[src/rtl/dmem_responder.sv]
// Data-memory responder: one request at a time, WAIT_CYCLES wait states, then a held response.
// Optional address fault checking is compiled in with `define DMEM_ERR_CHECK_EN.
module dmem_responder #(
  parameter int DEPTH_WORDS = 64,
  parameter int WAIT_CYCLES = 2
) (
  input  logic        clk,
  input  logic        reset,
  input  logic        req_valid,
  output logic        req_ready,
  input  logic        req_write,
  input  logic [31:0] req_addr,
  input  logic [31:0] req_wdata,
  input  logic [3:0]  req_wstrb,
  output logic        resp_valid,
  input  logic        resp_ready,
  output logic [31:0] resp_rdata,
  output logic        resp_err
);

  localparam int AW = $clog2(DEPTH_WORDS);

  typedef enum logic [1:0] {IDLE, WAIT, RESP} state_t;

  state_t           state;
  state_t           state_nxt;
  logic [3:0]       cnt;
  logic [3:0]       cnt_nxt;
  logic             accept;
  logic             commit_edge;
  logic             retire;
  logic             fault;

  logic             wr_q;
  logic [AW-1:0]    idx_q;
  logic [31:0]      wdata_q;
  logic [3:0]       wstrb_q;
  logic             err_q;

  logic [31:0]      mem [DEPTH_WORDS];

  function automatic logic [31:0] merge_bytes(input logic [31:0] old_word,
                                              input logic [31:0] new_word,
                                              input logic [3:0]  strb);
    logic [31:0] res;
    res = old_word;
    for (int b = 0; b < 4; b++) begin
      if (strb[b]) res[8*b +: 8] = new_word[8*b +: 8];
    end
    return res;
  endfunction

`ifdef DMEM_ERR_CHECK_EN
  assign fault = (req_addr[1:0] != 2'b00) || (req_addr >= 32'(4 * DEPTH_WORDS));
`else
  // Byte offset and bits above the array are don't-care; the index wraps.
  logic unused_addr_bits;
  assign unused_addr_bits = ^{req_addr[31:AW+2], req_addr[1:0]};
  assign fault = 1'b0;
`endif

  assign accept      = (state == IDLE) && req_valid;
  assign commit_edge = (state == WAIT) && (cnt == 4'd0);
  assign retire      = (state == RESP) && resp_ready;

  assign req_ready   = (state == IDLE);
  assign resp_valid  = (state == RESP);

  always_comb begin
    state_nxt = state;
    cnt_nxt   = cnt;
    case (state)
      IDLE: begin
        if (req_valid) begin
          state_nxt = WAIT;
          cnt_nxt   = 4'(WAIT_CYCLES);
        end
      end
      WAIT: begin
        if (cnt == 4'd0) state_nxt = RESP;
        else             cnt_nxt   = cnt - 4'd1;
      end
      RESP: begin
        if (resp_ready) state_nxt = IDLE;
      end
      default: state_nxt = IDLE;
    endcase
  end

  always_ff @(posedge clk or posedge reset) begin
    if (reset) begin
      state <= IDLE;
      cnt   <= 4'd0;
    end else begin
      state <= state_nxt;
      cnt   <= cnt_nxt;
    end
  end

  // Acceptance stage: request fields are captured once and never re-read from the ports.
  always_ff @(posedge clk) begin
    if (accept) begin
      wr_q    <= req_write;
      idx_q   <= req_addr[AW+1:2];
      wdata_q <= req_wdata;
      wstrb_q <= req_wstrb;
      err_q   <= fault;
    end
  end

  // Commit stage: the array changes only on the WAIT->RESP edge, never while reset is held.
  always_ff @(posedge clk) begin
    if (!reset && commit_edge && wr_q && !err_q) begin
      mem[idx_q] <= merge_bytes(mem[idx_q], wdata_q, wstrb_q);
    end
  end

  // Response stage: outputs are loaded on commit, held through the stall, cleared on retire.
  always_ff @(posedge clk or posedge reset) begin
    if (reset) begin
      resp_rdata <= 32'd0;
      resp_err   <= 1'b0;
    end else if (commit_edge) begin
      resp_err   <= err_q;
      resp_rdata <= (!wr_q && !err_q) ? mem[idx_q] : 32'd0;
    end else if (retire) begin
      resp_rdata <= 32'd0;
      resp_err   <= 1'b0;
    end
  end

endmodule

[config.mk]
export PLATFORM = sky130hd
export DESIGN_NAME = dmem_responder
export DESIGN_NICKNAME = d
export VERILOG_FILES = /design/src/rtl/dmem_responder.sv
export SDC_FILE = /design/constraint.sdc
export NUM_CORES = 2
export LEC_CHECK = 0
export BUFFER_PORTS_ARGS = -buffer_cell sky130_fd_sc_hd__buf_2
export CORE_UTILIZATION = 63
export CTS_CLUSTER_DIAMETER = 30
export CTS_CLUSTER_SIZE = 10
export DETAILED_ROUTE_END_ITERATION = 6
export PLACE_DENSITY = 0.77
export SETUP_SLACK_MARGIN = 0.02
export SLEW_MARGIN = 20
export SYNTH_ARGS = -nofsm -noshare
export SYNTH_HDL_FRONTEND = slang
export SYNTH_SLANG_ARGS = --single-unit
[constraint.sdc]
create_clock -name clk -period 7.9 [get_ports clk]
set_input_delay 1.58 -clock clk [delete_from_list [all_inputs] [get_ports clk]]
set_output_delay 1.58 -clock clk [all_outputs]
set_load 0.01 [all_outputs]
==> key figures <==
Routing
  • DR vias: 44700
  • Drt wl/cell: 35.7 microns
  • DRT iter0 DRCs: 6456
  • First-pass detailed-route iteration total: 6
  • Vias per Instance: 7.02
  • WL final: 227000 microns
  • Routed Antenna Nets: 0
  • Drt drc: 0

STA
  • Worst-margin pin slew: 1.18 ns
  • Final setup viols: 0
  • Final worst path period need: 4.72 ns
  • Setup tns final: 0 ns
  • Max-slew headroom: 21.5%
  • Pins over their slew limit: 0
  • Unrepaired setup endpoints after global routing: no
  • Fmax: 212 MHz
  • Final WS setup: 3.18 ns
  • Final Hold Violating Endpoints: 0
  • Clock skew: 0.0640 ns
  • Final hold slack: 0.473 ns
  • Period utilisation layout: 59.7%

Clock network
  • Clock latency on the worst-skew pair: 0.94 ns
  • CTS tree: built
  • Clock Tree Root: clkbuf_16
  • Post-CTS Repair Setup Buffers: 0
  • Clock Path Buffers: 4
  • Hold buffers post-CTS: 0
  • CTS clk-pin slew, worst paths: 0.05 ns
  • CTS sink count: 2135
  • Clock buffer count from CTS: 369
  • Cts repair resizes: 0
  • H-tree levels: 5

Worst setup path
  • Worst Path Buf+Inv: 4
  • Crit path top cell by count: buf_4
  • Worst Path Required: 8.53 ns
  • Crit end category: flop
  • Kind of critical path: reg2reg
  • R2R setup slack: 3.18 ns
  • Slowest CP cell: dfxtp_4
  • Family with the most delay on the worst path: buffers and inverters
  • Cell count along the critical path: 10
  • Worst Setup EP: mem[2][21]
  • Slowest stage delay, CP: 0.82 ns
  • Register-to-Register Path Depth: 10
  • Worst-path cell chain: buf_4 -> buf_4 -> mux4_2 -> a22oi_1 -> o31ai_1 -> a211oi_1 -> buf_4 -> and2_1 -> o31ai_4 -> buf_4
  • R2R Path End: mem[2][21]
  • Crit Path Max Fanout: 41
  • Crit path DAT: 5.35 ns
  • Critical Path Source Type: flop

Floorplan
  • Die ar.: 133000 sq um
  • Die Y: 365 microns
  • # IOs: 108
  • Num rows: 132
  • Core area: 130000 sq um
  • Die X: 365 microns
  • Starting Density: 63.8%

Yosys
  • Syn avg cell area: 20.9 sq um
  • EDFF count, synth: 2091
  • Post-synthesis cell count: 3975
  • Post-synth cell types: 60
  • Syn_nets: 4050
  • FFs w/ async S/R, synth: 1.78%
  • Seq/Total Area, Yosys: 76.9%
  • Top_reg_cell synth: edfxtp_1
  • Register bit total from synthesis: 2135
  • Syn Std Cell Area: 83000 sq um
  • Synth Warn #: 0

Power and ir drop
  • Largest vdd supply drop: 0.298 mV
  • Leakage: 32.8 nW
  • Pwr dens: 406 nW/um^2
  • Total power: 40.2 mW

Global routing
  • Gr usage total: 34.6%
  • Initial antenna violation count: 2
  • Vias in the first global route: 46800
  • First-pass GRT wire length: 323000 microns
  • Pin count of the biggest net entering global routing: 113
  • Gr ovfl total: 0

Layout
  • Commonest non-fill, non-tap cells in the layout: edfxtp_1, mux4_2, clkbuf_16
  • Most common cell after layout, fill and taps aside: edfxtp_1
  • Util after Layout: 76.0%
  • Layout cells sized above 1: 30.4%
  • Filler cells: 6408
  • Area growth syn-to-layout: 19.1%
  • Final nets: 4409

Placed design
  • Gpl congestion: 0.829
  • Dpl ws: 3.03 ns
  • Port bufs: 80
  • DP Wirelength: 106000 microns

Job
  • Max Cap Violations: 0

Outcome
  • Status: finished clean

Min path
  • Worst hold path type: reg2reg
[worst register-to-register path, stage by stage (launching register included)]
cell and delay, ns:
dfxtp_4 0.82, buf_4 0.48, buf_4 0.59, mux4_2 0.35, a22oi_1 0.14, o31ai_1 0.18
a211oi_1 0.12, buf_4 0.23, and2_1 0.20, o31ai_4 0.73, buf_4 0.56
[sequential cells by signal, indices dropped and copies added, names as in the netlist, named ones only]
signal and cells:
cnt 4, idx_q 6, mem 2048, resp_rdata 32, state 2, wdata_q 32
wr_q 1, wstrb_q 4
[kinds of logic after synthesis]
kind of cell	count (synthesis)	synth area share, %
flip-flops	2135	76.9
XOR/XNOR	2	0.0211
buffers and inverters	244	1.38
AO/OA/AOI/OAI	391	3.46
adder cells (fa/ha/maj)	2	0.0301
other	1	0.00452
AND/OR/NAND/NOR	356	2.05
multiplexers	844	16.1
[cell type report]
type	instances	area, sq um	share of cell area (%)
Clock inverter	228	2750	2.78
Sequential cell	2135	63900	64.6
Antenna cell	3	7.51	0.00759
Timing Repair Buffer	217	1570	1.59
Multi-Input combinational cell	1596	18900	19.1
Clock buffer	423	9580	9.69
Inverter	15	56.3	0.0569
Tap cell	1742	2180	2.20
[where the power goes]
group	total, mW	switching, mW	internal (mW)
sequential	15.1	0.357	14.7
clock	15.9	5.44	10.4
combinational	9.24	6.09	3.15
total	40.2	11.9	28.3
[cell usage after synthesis, types with 18 or more instances]
cell | count | area share, %
buf_4 | 23 | 0.21
a22oi_1 | 144 | 1.3
nand2_1 | 97 | 0.44
mux4_2 | 383 | 10
a21oi_1 | 51 | 0.31
mux2i_1 | 333 | 4.0
buf_1 | 21 | 0.095
buf_2 | 96 | 0.58
a22o_1 | 31 | 0.33
nand3_1 | 59 | 0.36
mux2_2 | 128 | 1.7
dfrtp_1 | 38 | 1.1
o211ai_1 | 36 | 0.33
edfxtp_1 | 2091 | 76
nor2_1 | 109 | 0.49
clkbuf_1 | 86 | 0.39
a211oi_1 | 18 | 0.16
nor2b_1 | 21 | 0.16
[stage by stage]
step	instance area, sq um	instances
finish	98900	6359
global route	98900	6356
CTS	98800	6352
detailed placement	86500	5701
global placement	86400	5700
floorplan	83000	3975
[how the worst min path moves through the flow]
stage | start | cells past startpoint | slack (ns) | to
2_1_floorplan | idx_q[0] | 2 | 0.46 | flop
3_3_place_gp | resp_rdata[26] | 1 | 0.46 | resp_rdata[26]
3_5_place_dp | resp_rdata[24] | 1 | 0.47 | resp_rdata[24]
4_1_cts | resp_rdata[24] | 1 | 0.47 | resp_rdata[24]
5_1_grt | resp_rdata[28] | 1 | 0.49 | resp_rdata[28]
6_report | resp_rdata[24] | 1 | 0.47 | resp_rdata[24]
[layer usage]
layer / part of all wire, % / global-route usage, %
met1: 33 / 43.1
met2: 48 / 55.0
met3: 12 / 9.76
met4: 6.3 / 20.1
met5: 0.0035 / 0
(Power assumes the default switching activity.)
